===== config.mk =====
export PLATFORM = sky130hd
export DESIGN_NAME = decoder_3_8_seq_flat
export DESIGN_NICKNAME = d
export VERILOG_FILES = /design/src/rtl/decoder_pkg.sv /design/src/rtl/decoder_3_8_seq_if.sv /design/src/rtl/decoder_3_8_seq_code_fifo.sv /design/src/rtl/decoder_3_8_seq.sv /design/src/flat_wrapper.sv
export SDC_FILE = /design/constraint.sdc
export NUM_CORES = 1
export LEC_CHECK = 0
export ABC_AREA = 1
export BUFFER_PORTS_ARGS = -buffer_cell sky130_fd_sc_hd__buf_2
export CAP_MARGIN = 20
export CORE_ASPECT_RATIO = 1.5
export CORE_UTILIZATION = 59
export CTS_BUF_LIST = sky130_fd_sc_hd__clkbuf_8
export DETAILED_ROUTE_END_ITERATION = 12
export PLACE_DENSITY = 0.81
export SLEW_MARGIN = 40
export SYNTH_ARGS = -nofsm -noshare
export SYNTH_HDL_FRONTEND = slang
export SYNTH_SLANG_ARGS = --single-unit

===== constraint.sdc =====
create_clock -name clk -period 2 [get_ports clk]
set_input_delay 0.3 -clock clk [delete_from_list [all_inputs] [get_ports clk]]
set_output_delay 0.3 -clock clk [all_outputs]
set_load 0.005 [all_outputs]

===== src/rtl/decoder_pkg.sv =====
// Shared types and sizes for the sequential 3-to-8 decoder.
// State encoding always includes GAP so builds with and without DECODER_GAP_EN share one enum.
package decoder_pkg;

  localparam int CODE_W     = 3;
  localparam int ONEHOT_W   = 8;
  localparam int FIFO_DEPTH = 2;
  localparam int CNT_W      = 8;

  typedef enum logic [1:0] {
    IDLE  = 2'd0,
    DRIVE = 2'd1,
    GAP   = 2'd2
  } state_t;

  function automatic logic [ONEHOT_W-1:0] onehot_of(input logic [CODE_W-1:0] code);
    logic [ONEHOT_W-1:0] v;
    v = '0;
    v[code] = 1'b1;
    return v;
  endfunction

endpackage


===== src/rtl/decoder_3_8_seq_if.sv =====
// Code intake handshake plus one-hot strobe outputs of decoder_3_8_seq.
// master = producer/consumer side, slave = decoder side.
interface decoder_3_8_seq_if;
  logic                            en;
  logic                            in_valid;
  logic                            in_ready;
  logic [decoder_pkg::CODE_W-1:0]   in_code;
  logic [decoder_pkg::ONEHOT_W-1:0] out;
  logic                            out_valid;
  logic                            strobe_done;

  modport master (
    output en, in_valid, in_code,
    input  in_ready, out, out_valid, strobe_done
  );

  modport slave (
    input  en, in_valid, in_code,
    output in_ready, out, out_valid, strobe_done
  );
endinterface


===== src/rtl/decoder_3_8_seq_code_fifo.sv =====
// Small CODE_W-wide FIFO buffering codes between intake and the strobe FSM.
// Head is visible combinationally so the FSM can pop and load in the same cycle.
module code_fifo
  import decoder_pkg::*;
(
  input  logic              clk,
  input  logic              rst,
  input  logic              push,
  input  logic [CODE_W-1:0] din,
  input  logic              pop,
  output logic [CODE_W-1:0] head,
  output logic              full,
  output logic              empty
);

  localparam int PTR_W   = (FIFO_DEPTH > 1) ? $clog2(FIFO_DEPTH) : 1;
  localparam int COUNT_W = $clog2(FIFO_DEPTH + 1);

  logic [CODE_W-1:0]  mem [FIFO_DEPTH];
  logic [PTR_W-1:0]   wr_ptr_reg, rd_ptr_reg;
  logic [COUNT_W-1:0] count_reg;
  logic               do_push, do_pop;

  assign full    = (count_reg == COUNT_W'(FIFO_DEPTH));
  assign empty   = (count_reg == '0);
  assign do_push = push && !full;
  assign do_pop  = pop && !empty;
  assign head    = mem[rd_ptr_reg];

  always_ff @(posedge clk) begin
    if (do_push) mem[wr_ptr_reg] <= din;
  end

  // Pointers wrap naturally because FIFO_DEPTH is a power of two.
  always_ff @(posedge clk or posedge rst) begin
    if (rst) begin
      wr_ptr_reg <= '0;
      rd_ptr_reg <= '0;
      count_reg  <= '0;
    end else begin
      if (do_push) wr_ptr_reg <= wr_ptr_reg + PTR_W'(1);
      if (do_pop)  rd_ptr_reg <= rd_ptr_reg + PTR_W'(1);
      case ({do_push, do_pop})
        2'b10:   count_reg <= count_reg + COUNT_W'(1);
        2'b01:   count_reg <= count_reg - COUNT_W'(1);
        default: count_reg <= count_reg;
      endcase
    end
  end

endmodule


===== src/rtl/decoder_3_8_seq.sv =====
// Sequential 3-to-8 decoder: queued codes replayed as one-hot strobes held HOLD_CYCLES cycles.
// Optional macro DECODER_GAP_EN inserts one idle cycle after every strobe.
module decoder_3_8_seq
  import decoder_pkg::*;
#(
  parameter int HOLD_CYCLES = 4
) (
  input logic               clk,
  input logic               rst,
  decoder_3_8_seq_if.slave  bus
);

  localparam logic [CNT_W-1:0] HOLD_LOAD = CNT_W'(HOLD_CYCLES - 1);

  state_t              state_reg, state_next;
  logic [CNT_W-1:0]    cnt_reg, cnt_next;
  logic [ONEHOT_W-1:0] onehot_reg, onehot_next;
  logic                push, pop;
  logic [CODE_W-1:0]   head;
  logic                fifo_full, fifo_empty;

  assign bus.in_ready    = bus.en && !fifo_full;
  assign push            = bus.in_valid && bus.in_ready;
  assign bus.out         = onehot_reg;
  assign bus.out_valid   = |onehot_reg;
  assign bus.strobe_done = (state_reg == DRIVE) && (cnt_reg == '0);

  code_fifo u_fifo (
    .clk   (clk),
    .rst   (rst),
    .push  (push),
    .din   (bus.in_code),
    .pop   (pop),
    .head  (head),
    .full  (fifo_full),
    .empty (fifo_empty)
  );

  always_ff @(posedge clk or posedge rst) begin
    if (rst) begin
      state_reg  <= IDLE;
      cnt_reg    <= '0;
      onehot_reg <= '0;
    end else begin
      state_reg  <= state_next;
      cnt_reg    <= cnt_next;
      onehot_reg <= onehot_next;
    end
  end

  always_comb begin
    state_next  = state_reg;
    cnt_next    = cnt_reg;
    onehot_next = onehot_reg;
    pop         = 1'b0;
    case (state_reg)
      DRIVE: begin
        if (!bus.en) begin
          // Abort: the in-flight strobe is dropped, queued codes stay put.
          state_next  = IDLE;
          cnt_next    = '0;
          onehot_next = '0;
        end else if (cnt_reg != '0) begin
          cnt_next = cnt_reg - CNT_W'(1);
        end else begin
`ifdef DECODER_GAP_EN
          state_next  = GAP;
          onehot_next = '0;
`else
          if (!fifo_empty) begin
            pop         = 1'b1;
            onehot_next = onehot_of(head);
            cnt_next    = HOLD_LOAD;
          end else begin
            state_next  = IDLE;
            onehot_next = '0;
          end
`endif
        end
      end
      default: begin
        // IDLE and GAP both drive zero and may start the next strobe.
        state_next  = IDLE;
        cnt_next    = '0;
        onehot_next = '0;
        if (bus.en && !fifo_empty) begin
          pop         = 1'b1;
          onehot_next = onehot_of(head);
          cnt_next    = HOLD_LOAD;
          state_next  = DRIVE;
        end
      end
    endcase
  end

endmodule


===== src/flat_wrapper.sv =====
// flat-port wrapper written by rule: the top's interface ports become plain ports
module decoder_3_8_seq_flat import decoder_pkg::*;
#(
  parameter int HOLD_CYCLES = 4
)
  (clk, rst, bus_en, bus_in_valid, bus_in_code, bus_in_ready, bus_out, bus_out_valid, bus_strobe_done);
  decoder_3_8_seq_if bus_i ();
  input logic clk;
  input logic rst;
  input wire logic [$bits(bus_i.en)-1:0] bus_en;
  input wire logic [$bits(bus_i.in_valid)-1:0] bus_in_valid;
  input wire logic [$bits(bus_i.in_code)-1:0] bus_in_code;
  output wire logic [$bits(bus_i.in_ready)-1:0] bus_in_ready;
  output wire logic [$bits(bus_i.out)-1:0] bus_out;
  output wire logic [$bits(bus_i.out_valid)-1:0] bus_out_valid;
  output wire logic [$bits(bus_i.strobe_done)-1:0] bus_strobe_done;
  assign bus_i.en = bus_en;
  assign bus_i.in_valid = bus_in_valid;
  assign bus_i.in_code = bus_in_code;
  assign bus_in_ready = bus_i.in_ready;
  assign bus_out = bus_i.out;
  assign bus_out_valid = bus_i.out_valid;
  assign bus_strobe_done = bus_i.strobe_done;
  decoder_3_8_seq #(.HOLD_CYCLES(HOLD_CYCLES)) u_core (.clk(clk), .rst(rst), .bus(bus_i));
endmodule

## Word-level counts from Yosys, hierarchy flattened

Memories as Yosys holds them, arrays and structs flattened.
Cells that the tools add are included.

- Register bits after elaboration: 22
- Memories: 1
- Output and inout port bits: 11
- Bits of input ports: 7
- ROM bits: 0
- Bits in latches: 0
- Bits in writable memories: 6

Memories:

| memory | words | bits a word | read ports | clocked after Yosys merged registers in | wr ports | line | text |
|---|---|---|---|---|---|---|---|
| u_core.u_fifo.mem | 2 | 3 | 1 | 0 | 1 | decoder_3_8_seq_code_fifo.sv:19 | `logic [CODE_W-1:0] mem [FIFO_DEPTH];` |

- Shift operators: 0
- Equality and inequality tests: 7
- Multipliers: 0
- $lt $le $gt $ge: 2
- Divide/modulo/power cells: 0
- Bitwise logic cells: 0
- $add $sub $neg: 5
- Reductions and logical operators: 15
- Muxes and demuxes: 25

Operators with widths:

| operator | number |
|---|---|
| 2-to-1 mux 8 bit | 9 |
| 2-to-1 mux 2 bit | 5 |
| 2-to-1 mux 1 bit | 9 |
| logical NOT 8 bit | 1 |
| nonzero test 8 bit | 1 |
| OR reduction 8 bit | 1 |
| subtractor 8 x 1 -> 8 bit (second input constant) | 1 |
| logical AND 1 bit | 7 |
| equality test 2 x 1 -> 1 bit (second input constant) | 2 |
| equality test 2 bit (second input constant) | 2 |
| less-than comparator 3 x 4 -> 1 bit (second input constant) | 1 |
| inequality test 4 bit (second input constant) | 1 |
| one-hot mux 2 bit (2 select lines) | 1 |
| demux 1 bit (select 3 bit) | 1 |
| greater-or-equal comparator 3 x 1 -> 1 bit (second input constant) | 1 |
| inequality test 3 x 2 -> 1 bit (second input constant) | 1 |
| inequality test 3 bit (second input constant) | 1 |
| adder 1 bit (second input constant) | 2 |
| adder 2 x 1 -> 2 bit (second input constant) | 1 |
| logical NOT 1 bit | 2 |
| logical NOT 2 bit | 1 |
| AND reduction 2 bit | 1 |
| nonzero test 2 bit | 1 |
| subtractor 2 x 1 -> 2 bit (second input constant) | 1 |

## Depth between registers and ports, before layout

Gate-level depths: netlist of the first run.
An unclocked memory read counts as a cell.

- Depth after elaboration: 9
- Mapped depth: 12
- Gate-level depth less buffers: 12

## Modules after synthesis

A second synthesis of the first run with hierarchy kept.

- Cell total of the unflattened synthesis: 179
- Area total of the unflattened synthesis: 1,476.4 µm²

Modules (own cells, without submodules):

| module | seq. area each (µm²) | area an instance (µm²) | cells each | instances |
|---|---|---|---|---|
| decoder_3_8_seq | 425.4 | 1,014.7 | 131 | 1 |
| code_fifo | 280.3 | 461.7 | 48 | 1 |

## Worst setup path after synthesis of the first run

No wires, ideal clock.

- Kind: register to register
- From: register u_core.cnt_reg[0]
- To: register u_core.u_fifo.count_reg[1]
- Data required time: 1.869 ns
- Setup slack: 0.196 ns
- Library setup time: 0.131 ns
- Stages on the path, launching flop included: 13
- Data arrival time: 1.674 ns
- Path through: dfrtp_1 -> inv_1 -> ha_1 -> nand2_2 -> inv_2 -> nand2_4 -> nand2_1 -> nand2_1 -> inv_1 -> ha_1 -> a21oi_1 -> o21ai_0 -> xor2_1

- Longest elaborated chain between the ends: 7
- Elaborated cells on any way between the ends: 9
- Those cells by class: eq/ne (2); mux (4); reduce/logical (3)

RTL lines:

| item | line | text |
|---|---|---|
| start, declared | decoder_3_8_seq.sv:16 | `logic [CNT_W-1:0] cnt_reg, cnt_next;` |
| start signal, assigned | decoder_3_8_seq.sv:46 | `cnt_reg <= cnt_next;` |
| nonzero test 8 bit * | decoder_3_8_seq.sv:63 | `end else if (cnt_reg != '0) begin` |
| 2-to-1 mux 1 bit * | decoder_3_8_seq.sv:63 |  |
| 2-to-1 mux 1 bit * | decoder_3_8_seq.sv:58 | `if (!bus.en) begin` |
| 2-to-1 mux 1 bit * | decoder_3_8_seq.sv:56 | `case (state_reg)` |
| logical AND 1 bit * | decoder_3_8_seq_code_fifo.sv:27 | `assign do_pop = pop && !empty;` |
| net u_core.u_fifo.do_pop | decoder_3_8_seq_code_fifo.sv:22 | `logic do_push, do_pop;` |
| equality test 2 x 1 -> 1 bit or equality test 2 bit (tied branches) | decoder_3_8_seq_code_fifo.sv:43 | `case ({do_push, do_pop})` |
| one-hot mux 2 bit (2 select lines) or nonzero test 2 bit (tied branches) | n/a |  |
| end signal, assigned | decoder_3_8_seq_code_fifo.sv:44 | `2'b10: count_reg <= count_reg + COUNT_W'(1);` |
| end signal, assigned | decoder_3_8_seq_code_fifo.sv:45 | `2'b01: count_reg <= count_reg - COUNT_W'(1);` |
| end signal, assigned | decoder_3_8_seq_code_fifo.sv:46 | `default: count_reg <= count_reg;` |
| end, declared | decoder_3_8_seq_code_fifo.sv:21 | `logic [COUNT_W-1:0] count_reg;` |

The timed path passes the listed nets; every way through them passes the cells marked *.
A chain may end at the register's enable or synchronous reset.

## Final worst setup path of the first run

- From: register u_core.cnt_reg[0]
- To: output port bus_strobe_done

- Longest elaborated chain between the ends: 2

RTL lines:

| item | line | text |
|---|---|---|
| logical NOT 8 bit | decoder_3_8_seq.sv:26 | `assign bus.strobe_done = (state_reg == DRIVE) && (cnt_reg == '0);` |
| logical AND 1 bit | decoder_3_8_seq.sv:26 |  |
| end, declared | flat_wrapper.sv:16 | `output wire logic [$bits(bus_i.strobe_done)-1:0] bus_strobe_done;` |

Every way passes these cells.

==> results of run 1 <==
## Yosys cell counts
cell	count	area (sq um)
a21oi_1	5	25.02
a21oi_2	1	8.760
buf_8	1	15.01
dfrtp_1	21	525.5
edfxtp_1	6	180.2
ha_1	3	37.54
inv_1	15	56.30
inv_2	5	18.77
nand2_1	38	142.6
nand2_2	2	12.51
nand2_4	3	33.78
nand3_1	23	115.1
nand4_1	1	6.260
nand4_2	1	12.51
nor2_1	19	71.32
nor2_2	3	18.77
nor2_4	3	33.78
nor3_1	2	10.01
nor4_1	3	18.77
o21ai_0	3	15.01
o21ai_2	1	8.760
o21ai_4	1	16.27
xnor2_1	2	17.52
xor2_1	2	17.52
## report_power, final
group          switching [W]  internal (W)
sequential          0.000166      0.000740
clock               0.000170      0.000143
combinational       0.000926      0.000557
## placed cells by master (no fill, tap or decap), types with 5 or more instances in the layout
| cell type | count |
|---|---|
| a21oi_1 | 5 |
| buf_2 | 17 |
| dfrtp_1 | 21 |
| edfxtp_1 | 6 |
| inv_1 | 13 |
| inv_2 | 7 |
| nand2_1 | 38 |
| nand3_1 | 23 |
| nor2_1 | 19 |
## critical path, cell delays in order, from the launching register on
cell and delay (ps):
dfrtp_1 420, inv_2 100, ha_1 170, nand2_2 90
inv_2 80, nand2_4 50, buf_4 170, nor2_1 90
buf_2 110
## final timing paths
path,slack (ps),endpoint,startpoint
max,140,bus_strobe_done,u_core.cnt_reg[0]
min,20,u_core.u_fifo.wr_ptr_reg,rst
max reg2reg,150,u_core.u_fifo.count_reg[1],u_core.cnt_reg[0]
min reg2reg,540,u_core.bus.out[2],u_core.bus.out[2]
max in group asynchronous,1670,u_core.u_fifo.count_reg[0],rst
min in group clk,200,u_core.u_fifo.mem[0][2],bus_in_code[2]
## metal layers
layer	track usage	routed length, microns	vias to the layer above
li1	-	-	574
met1	0.2453	1075	539
met2	0.4420	1461	22
met3	0.02890	61	11
met4	0.1295	80	0
met5	0	0	-
## kinds of logic after synthesis
family          synth area share
compound gates           0.05207
flops                     0.4978
fa+ha+maj                0.02648
simple gates              0.3354
buf+inv                  0.06354
xor+xnor                 0.02472
## metrics by stage
stage	instances	util	total power (W)	hold WS, ps	area [sq um]
3_5_place_dp	204	0.6744	0.002363	486.4	1524
6_report	209	0.6988	0.002701	19.70	1579
4_1_cts	208	0.6955	0.002675	186.4	1572
5_1_grt	209	0.6988	0.002944	57.93	1579
2_1_floorplan	164	-	0.002071	276.5	1418
3_3_place_gp	204	0.6744	0.002296	472.7	1524
## what timing repair did
item                       4_1_cts  5_1_grt
setup endpoints to repair        0        2
buffers inserted                 0        1
gates resized for setup          0        2
## area by class of cell
cell class                      count  area, sq um
Clock buffer                        3        41.29
Clock inverter                      1        6.256
Fill cell                         194        680.7
Inverter                           20        75.07
Multi-Input combinational cell    116        621.8
Sequential cell                    27        705.7
Tap cell                           23        28.78
Timing Repair Buffer               19        100.1
==> flow_summary.rst, run 1 <==
.. list-table::
   :header-rows: 1

   * - Metric
     - Value
   * - H-tree depth reported by CTS
     - 1
   * - Layout overhead on the synthesized area
     - 11.39%
   * - Longest Clk Path Bufs
     - 2
   * - Kind of start point of the critical path
     - flip-flop
   * - Share of cells above drive strength 1
     - 0.2419
   * - Number of antenna repair diodes
     - 0
   * - Initial antenna violation count
     - 0
   * - Total Wirelength
     - roughly 2700 microns
   * - Root buffer cell
     - clkbuf_8
   * - Post-CTS Hold Fix Bufs
     - 0
   * - Mean post-synth cell area
     - 8.644 sq um
   * - Post-synth design cell area
     - between 0.001 and 0.0015 sq mm
   * - Setup repair after global routing missed its margin
     - no
   * - Max rail drop VDD
     - roughly 1000 uV
   * - Post-DP HPWL
     - approximately 2100 microns
   * - Number of global-route vias before repair
     - ~1000
   * - Arrival @ worst endpoint
     - approximately 1600 ps
   * - Largest driver fanout on the critical path
     - 13
   * - Number of endpoints with negative hold slack in the final report
     - 0
   * - Total core area
     - 0.002260 sq mm
   * - First-pass GRT wire length
     - 4443 microns
   * - Run status
     - complete, no violations
   * - DIE HEIGHT
     - between 60 and 70 microns
   * - Kind of path behind the tightest hold check
     - primary input to async pin
   * - Clk slew on worst S/H paths
     - ~90 ps
   * - Required @ worst endpoint
     - roughly 1700 ps
   * - Quantity of I/O buffers inserted on ports
     - 17
   * - Area enclosed by the die boundary
     - 0.002607 sq mm
   * - Effective utilization at floorplan
     - 0.6274
   * - Post-layout nets
     - ~200
   * - Skew-Pair Late Insertion Delay
     - approximately 280 ps
   * - Accumulated negative setup slack
     - 0 ps
   * - Worst reg-to-reg path cell count
     - 12
   * - Average detailed-routed wire length per instance
     - 12.82 microns
   * - DIE WIDTH
     - between 40 and 50 microns
   * - Setup slack of the critical path after layout
     - around 140 ps
   * - Final-report max-slew violation count
     - 0
   * - Post-route fraction of the period consumed by the critical path
     - 0.9314
   * - Worst Max-Slew Pin Slew
     - roughly 450 ps
   * - CTS sink cnt
     - 27
   * - CTS tree
     - built
   * - Count of synthesis-stage warnings from yosys
     - 0
   * - GRT Resource Usage Total
     - 0.2297
   * - Final RePlAce weighted congestion
     - about 0.86
   * - Path type of the worst setup path
     - flip-flop to output pin
   * - Remaining max-slew budget at the tightest pin
     - 0.7005
   * - Net Count, Synth
     - between 150 and 200
   * - Achievable clock frequency
     - roughly 540 MHz
   * - Pre-CTS WS
     - 65.21 ps
   * - # IOs
     - 18
   * - Post-detailed-route via-to-cell ratio
     - 5.483
   * - Maximum number of pins on one net before global-route repair
     - 22
   * - Number of violations reported at the end of detailed-routing iteration 0
     - 43
   * - Number of synthesized register bits
     - 27
   * - Leakage
     - 0.8504 nW
   * - Antenna-violating nets left
     - 0
   * - CTS buffer count
     - 3
   * - Total power density per cell area
     - about 1700 mW/mm^2
   * - Synthesized instance count
     - between 150 and 200
   * - Worst setup skew after layout
     - between 6 and 7 ps
   * - Sequential area share after synthesis
     - 0.4978
   * - Number of DRC violations after detailed routing
     - 0
   * - Count of maximum capacitance violations
     - 0
   * - Crit. End Element
     - output pin
   * - Remaining global-route overflow
     - 0
   * - Total number of vias
     - 1146
   * - Crit path time final
     - 1863 ps
   * - Yosys cell types
     - 24
   * - Row Count
     - 21
   * - Detailed Routing Iterations Pass 1
     - 4
   * - Final setup violation count
     - 0
(Power assumes the default switching activity.)
==> inputs of run 2 (changes only) <==
==> constraint.sdc (replaced) <==
create_clock -name clk -period 2 [get_ports clk]
set_input_delay 0.5 -clock clk [delete_from_list [all_inputs] [get_ports clk]]
set_output_delay 0.5 -clock clk [all_outputs]
set_load 0.1 [all_outputs]
==> run 2 against run 1 <==
  * Wire length grew 1.2%
  * Maximum frequency shrank 2.7%
  * Critical endpoint is now bus_out_valid
  * Via count grew 1.4%
  * Sequential cell count is the same
  * Non-clock buffer count grew 1
  * Setup slack lost 51 ps
  * Die area is the same
  * Global-route usage grew 0.22 points
  * First-iteration DRC count shrank 9.3%
  * Core utilization grew 2.9 points
  * Sequential share of layout area shrank 1.3 points
  * Final cell count grew 0.48%
==> flow_summary.rst, run 2 (synthesized netlist as in run 1, its figures left out) <==
.. list-table::
   :header-rows: 1

   * - Metric
     - Value
   * - Run status
     - complete, no violations (unchanged)
   * - Number of endpoints with negative hold slack in the final report
     - 0 (unchanged)
   * - Clk slew on worst S/H paths
     - 80 ps (was 90 ps)
   * - Worst-case register-to-register setup slack
     - 120 ps (was 150 ps)
   * - First-pass GRT wire length
     - 4443 microns (unchanged)
   * - Capture point of the worst reg-to-reg path
     - u_core.u_fifo.count_reg[1] (unchanged)
   * - Kind of path behind the tightest hold check
     - primary input to async pin (unchanged)
   * - Arrival @ worst endpoint
     - 1410 ps (was 1560 ps)
   * - Total number of vias
     - 1162 (was 1146)
   * - Post-CTS Hold Fix Bufs
     - 0 (unchanged)
   * - Skew-Pair Late Insertion Delay
     - 270 ps (was 280 ps)
   * - Post-layout nets
     - 198 (was 197)
   * - Most frequent cells in the layout
     - nand2_1, nand3_1, nor2_1 (was nand2_1, nand3_1, dfrtp_1)
   * - Share of cells above drive strength 1
     - 0.2888 (was 0.2419)
   * - Setup repair after global routing missed its margin
     - no (unchanged)
   * - Leading cell type in the layout, fill and taps excluded
     - nand2_1 (unchanged)
   * - Root buffer cell
     - clkbuf_8 (unchanged)
   * - Number of antenna repair diodes
     - 0 (unchanged)
   * - CTS sink cnt
     - 27 (unchanged)
   * - GRT Resource Usage Total
     - 0.2318 (was 0.2297)
   * - Quantity of I/O buffers inserted on ports
     - 17 (unchanged)
   * - Post-detailed-route via-to-cell ratio
     - 5.533 (was 5.483)
   * - Number of violations reported at the end of detailed-routing iteration 0
     - 39 (was 43)
   * - Fraction of met1 tracks used by global routing
     - 0.2197 (was 0.2453)
   * - Accumulated negative setup slack
     - 0 ps (unchanged)
   * - Required @ worst endpoint
     - 1500 ps (was 1700 ps)
   * - Achievable clock frequency
     - 522.5 MHz (was 536.8 MHz)
   * - Number of DRC violations after detailed routing
     - 0 (unchanged)
   * - FF-to-FF Start
     - u_core.cnt_reg[0] (unchanged)
   * - Remaining max-slew budget at the tightest pin
     - 0.6729 (was 0.7005)
   * - Area enclosed by the die boundary
     - 0.002607 sq mm (unchanged)
   * - Remaining global-route overflow
     - 0 (unchanged)
   * - DIE HEIGHT
     - 62.04 microns (unchanged)
   * - Row Count
     - 21 (unchanged)
   * - Worst setup skew after layout
     - 3.582 ps (was 6.585 ps)
   * - Total Wirelength
     - 2711 microns (was 2679 microns)
   * - Worst Max-Slew Pin Slew
     - 494.1 ps (was 448.5 ps)
   * - CTS tree
     - built (unchanged)
   * - Worst reg-to-reg path cell count
     - 12 (unchanged)
   * - DIE WIDTH
     - 42.02 microns (unchanged)
   * - # IOs
     - 18 (unchanged)
   * - Post-DP HPWL
     - 2125 microns (was 2107 microns)
   * - Final setup violation count
     - 0 (unchanged)
   * - Effective utilization at floorplan
     - 0.6274 (unchanged)
   * - Antenna-violating nets left
     - 0 (unchanged)
   * - CTS buffer count
     - 3 (unchanged)
   * - Count of maximum capacitance violations
     - 0 (unchanged)
   * - Met3 global-route usage
     - 0.03179 (was 0.02890)
   * - Largest driver fanout on the critical path
     - 3 (was 13)
   * - Maximum number of pins on one net before global-route repair
     - 22 (unchanged)
   * - Kind of start point of the critical path
     - flip-flop (unchanged)
   * - Initial antenna violation count
     - 0 (unchanged)
   * - Critical path's slowest cell
     - dfrtp_2 (was dfrtp_1)
   * - Final RePlAce weighted congestion
     - 0.8365 (was 0.8615)
   * - GR peak layer
     - met2 (unchanged)
   * - Post-route fraction of the period consumed by the critical path
     - 0.9570 (was 0.9314)
   * - Layout overhead on the synthesized area
     - 16.06% (was 11.39%)
   * - Total core area
     - 0.002260 sq mm (unchanged)
   * - Detailed Routing Iterations Pass 1
     - 4 (unchanged)
   * - Crit. End Element
     - output pin (unchanged)
   * - Path type of the worst setup path
     - flip-flop to output pin (unchanged)
   * - Crit path largest cell delay
     - 420 ps (about the same)
   * - Number of global-route vias before repair
     - 1133 (was 1041)
   * - Routing usage on met2
     - 0.4777 (was 0.4420)
   * - Final-report max-slew violation count
     - 0 (unchanged)
   * - CP cell instances
     - nor4_1, nand2_2, buf_2 (was inv_2, ha_1, nand2_2, inv_2, nand2_4, buf_4, nor2_1, buf_2)
   * - Average detailed-routed wire length per instance
     - 12.91 microns (was 12.82 microns)
   * - Crit path time final
     - 1914 ps (was 1863 ps)
   * - H-tree depth reported by CTS
     - 1 (unchanged)
   * - Longest Clk Path Bufs
     - 2 (unchanged)
## run 2: what timing repair did
action                     in CTS  in global routing
buffers inserted                0                  0
gates resized for setup         0                  2
setup endpoints to repair       0                  2
## run 2: final cells by class
cell class | instances | area, sq um
flip-flops and latches | 27 | 713.2
multi-input cells | 116 | 645.6
fillers | 180 | 614.3
repair buffers | 20 | 137.6
inverters | 20 | 75.07
clock buffers | 3 | 41.29
well taps | 23 | 28.78
clock inverters | 1 | 3.754
## run 2: worst max path at each step
stage,endpoint,slack [ps],startpoint
after CTS,bus_strobe_done,60,u_core.cnt_reg[0]
after detailed placement,u_core.u_fifo.count_reg[1],90,bus_en
final,bus_out_valid,90,u_core.bus.out[1]
after global routing,u_core.u_fifo.count_reg[1],10,u_core.cnt_reg[0]
after floorplan,u_core.u_fifo.count_reg[1],-200,bus_en
after global placement,u_core.u_fifo.count_reg[1],190,bus_en
## run 2: worst max-delay path, delay by kind of cell (launching register included)
family	cells	cell delay, ps
buf+inv	1	300
flops	1	420
simple gates	2	420
## run 2: through the flow
step / cell area (sq um) / util / setup slack (ps) / cells / hold slack, ps
after floorplan: 1446 / - / -195.6 / 164 / 476.1
after global placement: 1598 / 0.7071 / 185.6 / 206 / 513.4
after detailed placement: 1598 / 0.7071 / 90.47 / 206 / 514.0
after CTS: 1643 / 0.7270 / 61.16 / 210 / 244.8
after global routing: 1645 / 0.7281 / 11.11 / 210 / 274.7
final: 1645 / 0.7281 / 86.08 / 210 / 242.1
## run 2: layer usage
layer / up-vias / share of wire
li1: 577 / -
met1: 558 / 0.37
met2: 22 / 0.58
met3: 5 / 0.028
met4: 0 / 0.020
met5: - / 0
Power of run 2 is not shown: default switching activity piles up to over one toggle a cycle in this logic, so the estimate is an artifact.
==> inputs of run 3 (changes only) <==
==> constraint.sdc (replaced) <==
create_clock -name clk -period 1.9 [get_ports clk]
set_input_delay 0.475 -clock clk [delete_from_list [all_inputs] [get_ports clk]]
set_output_delay 0.475 -clock clk [all_outputs]
set_load 0.1 [all_outputs]
==> run 3 against run 2 <==
  * Critical endpoint is now bus_strobe_done
  * Clock skew barely moved
  * First-iteration DRC count fell by 13%
  * Critical path type unchanged
  * Sequential share of layout area fell by 2.8 points
  * Die area did not move
  * Highest routed layer unchanged
  * Wire length rose by 7.0%
  * Setup slack got worse by 68 ps
  * Core utilization rose by 5.6 points
  * Critical path depth rose by 4
==> flow_summary.rst, run 3 (synthesized netlist as in run 1, its figures left out) <==
.. list-table::
   :header-rows: 1

   * - Metric
     - Value
   * - Effective utilization at floorplan
     - 0.6274 (unchanged)
   * - Clk slew on worst S/H paths
     - 90 ps (was 80 ps)
   * - CTS tree
     - built (unchanged)
   * - First-pass GRT wire length
     - 4719 microns (was 4443 microns)
   * - Count of maximum capacitance violations
     - 0 (unchanged)
   * - Quantity of I/O buffers inserted on ports
     - 17 (unchanged)
   * - Critical path's slowest cell
     - dfrtp_1 (was dfrtp_2)
   * - Achievable clock frequency
     - about 530 MHz
   * - Number of fill cells in the layout
     - 152 (was 180)
   * - Final RePlAce weighted congestion
     - 0.8655 (was 0.8365)
   * - Worst slack on hold paths
     - 216.9 ps (was 242.1 ps)
   * - Total core area
     - 0.002260 sq mm (unchanged)
   * - CP cell instances
     - inv_2, ha_4, nand2_4, inv_2, nand2_4, nor2_4, buf_12 (was nor4_1, nand2_2, buf_2)
   * - Post-DP HPWL
     - 2109 microns (was 2125 microns)
   * - Crit path time final
     - 1882 ps
   * - Kind of path behind the tightest hold check
     - primary input to async pin (unchanged)
   * - Post-layout nets
     - 208 (was 198)
   * - Number of antenna repair diodes
     - 0 (unchanged)
   * - Worst-case register-to-register setup slack
     - 180 ps (was 120 ps)
   * - CTS sink cnt
     - 27 (unchanged)
   * - Required @ worst endpoint
     - 1420 ps (was 1500 ps)
   * - Initial antenna violation count
     - 0 (unchanged)
   * - Number of endpoints with negative hold slack in the final report
     - 0 (unchanged)
   * - Longest Clk Path Bufs
     - 2 (unchanged)
   * - Root buffer cell
     - clkbuf_8 (unchanged)
   * - Leading cell type in the layout, fill and taps excluded
     - nand2_1 (unchanged)
   * - Remaining max-slew budget at the tightest pin
     - 0.6785 (was 0.6729)
   * - # IOs
     - 18 (unchanged)
   * - Most frequent cells in the layout
     - nand2_1, nand3_1, nor2_1 (unchanged)
   * - Total number of vias
     - 1210 (was 1162)
   * - Row Count
     - 21 (unchanged)
   * - Number of global-route vias before repair
     - 1139 (was 1133)
   * - Number of violations reported at the end of detailed-routing iteration 0
     - 34 (was 39)
   * - Post-detailed-route via-to-cell ratio
     - 5.500 (was 5.533)
   * - Share of cells above drive strength 1
     - 0.3756 (was 0.2888)
   * - Count of cell instances traversed by the critical path
     - 7 (was 3)
   * - Path type of the worst setup path
     - flip-flop to output pin (unchanged)
   * - Worst setup skew after layout
     - 3.963 ps (was 3.582 ps)
   * - CTS buffer count
     - 3 (unchanged)
   * - Arrival @ worst endpoint
     - 1410 ps (about the same)
   * - Setup repair after global routing missed its margin
     - yes (was no)
   * - Worst reg-to-reg path cell count
     - 12 (unchanged)
   * - H-tree depth reported by CTS
     - 1 (unchanged)
   * - Crit path largest cell delay
     - 410 ps (was 420 ps)
   * - Area enclosed by the die boundary
     - 0.002607 sq mm (unchanged)
   * - Run status
     - complete, no violations (unchanged)
   * - Startpoint of the worst setup timing path
     - u_core.cnt_reg[1] (was u_core.bus.out[1])
   * - Total Wirelength
     - 2900 microns (was 2711 microns)
   * - Number of cells in the finished layout apart from fillers
     - 220 (was 210)
   * - Largest driver fanout on the critical path
     - 4 (was 3)
   * - Accumulated negative setup slack
     - 0 ps (unchanged)
   * - FF-to-FF Start
     - u_core.cnt_reg[1] (was u_core.cnt_reg[0])
   * - Average detailed-routed wire length per instance
     - 13.18 microns (was 12.91 microns)
   * - Capture point of the worst reg-to-reg path
     - u_core.u_fifo.count_reg[1] (unchanged)
   * - Final-report max-slew violation count
     - 0 (unchanged)
   * - Worst setup path endpoint
     - bus_strobe_done (was bus_out_valid)
   * - Remaining global-route overflow
     - 0 (unchanged)
   * - Final setup violation count
     - 0 (unchanged)
   * - Layout overhead on the synthesized area
     - 24.98% (was 16.06%)
   * - Count of buffer and inverter cells on the critical path
     - 3 (was 1)
   * - Post-route fraction of the period consumed by the critical path
     - 0.9903
   * - Number of DRC violations after detailed routing
     - 0 (unchanged)
   * - Antenna-violating nets left
     - 0 (unchanged)
   * - DIE HEIGHT
     - 62.04 microns (unchanged)
   * - Maximum number of pins on one net before global-route repair
     - 22 (unchanged)
   * - Skew-Pair Late Insertion Delay
     - 270 ps (about the same)
   * - Kind of start point of the critical path
     - flip-flop (unchanged)
   * - DIE WIDTH
     - 42.02 microns (unchanged)
   * - Crit. End Element
     - output pin (unchanged)
   * - Delay-heaviest family, CP
     - flip-flops (was simple AND/OR/NAND/NOR gates)
   * - Detailed Routing Iterations Pass 1
     - 4 (unchanged)
   * - GRT Resource Usage Total
     - 0.2414 (was 0.2318)
   * - DP Cell Count
     - 205 (was 206)
   * - Worst Max-Slew Pin Slew
     - 485.6 ps (was 494.1 ps)
==> run 3: cell types whose count changed in the layout (fill, tap and decap cells not counted), moves of 2 or more <==
| cell | previous run | this run |
|---|---|---|
| ha_1 | 3 | 1 |
| dfrtp_2 | 6 | 10 |
| inv_1 | 15 | 13 |
| ha_4 | 0 | 2 |
| buf_4 | 3 | 14 |
| nor4_2 | 0 | 2 |
| nor4_1 | 3 | 1 |
| dfrtp_1 | 15 | 11 |
==> run 3: what timing repair did <==
action                                  4_1_cts  5_1_grt
resized for setup                             3        4
hold buffers                                  0        0
pin swaps                                     3        5
buffers inserted                              2        9
endpoints found under the setup margin        2        3
==> run 3: worst min-delay path by stage <==
stage	end	slack (ps)	from
6_report	u_core.cnt_reg[6]	220	rst
5_1_grt	u_core.cnt_reg[6]	270	rst
4_1_cts	u_core.cnt_reg[1]	220	rst
3_5_place_dp	u_core.cnt_reg[6]	520	rst
3_3_place_gp	u_core.cnt_reg[2]	510	rst
2_1_floorplan	u_core.cnt_reg[0]	450	rst
==> run 3: worst register-to-register path: stages (launching register included) <==
cell and delay, ps:
dfrtp_1 410, inv_2 90, ha_4 140, nand2_4 50, inv_2 70, nand2_4 60
nand2_1 80, nand2_1 60, inv_1 90, ha_4 210, a21oi_1 100, o21ai_1 90
xor2_1 150
==> run 3: final cells by class <==
type	instances	area (sq um)	area share
Sequential cell	27	718.2	0.4054
Inverter	20	75.07	0.04237
Multi-Input combinational cell	116	688.2	0.3884
Clock buffer	3	41.29	0.02331
Tap cell	23	28.78	0.01624
Clock inverter	1	5.005	0.002825
Timing Repair Buffer	30	215.2	0.1215
==> run 3: layer usage <==
layer	up-vias	global-route usage	share of wire
li1	599	-	-
met1	579	0.2543	0.38
met2	24	0.4933	0.57
met3	8	0.02890	0.026
met4	0	0.08929	0.022
met5	-	0	0
==> run 3: per-stage QoR <==
| stage | worst slack (ps) | util | cell area (sq um) |
|---|---|---|---|
| detailed placement | 132.9 | 0.7193 | 1625 |
| floorplan | -92.52 | - | 1481 |
| global placement | 190.6 | 0.7193 | 1625 |
| global route | -55.57 | 0.7841 | 1772 |
| finish | 18.43 | 0.7841 | 1772 |
| CTS | 7.909 | 0.7497 | 1694 |
Power of run 3 is left out for the same reason.
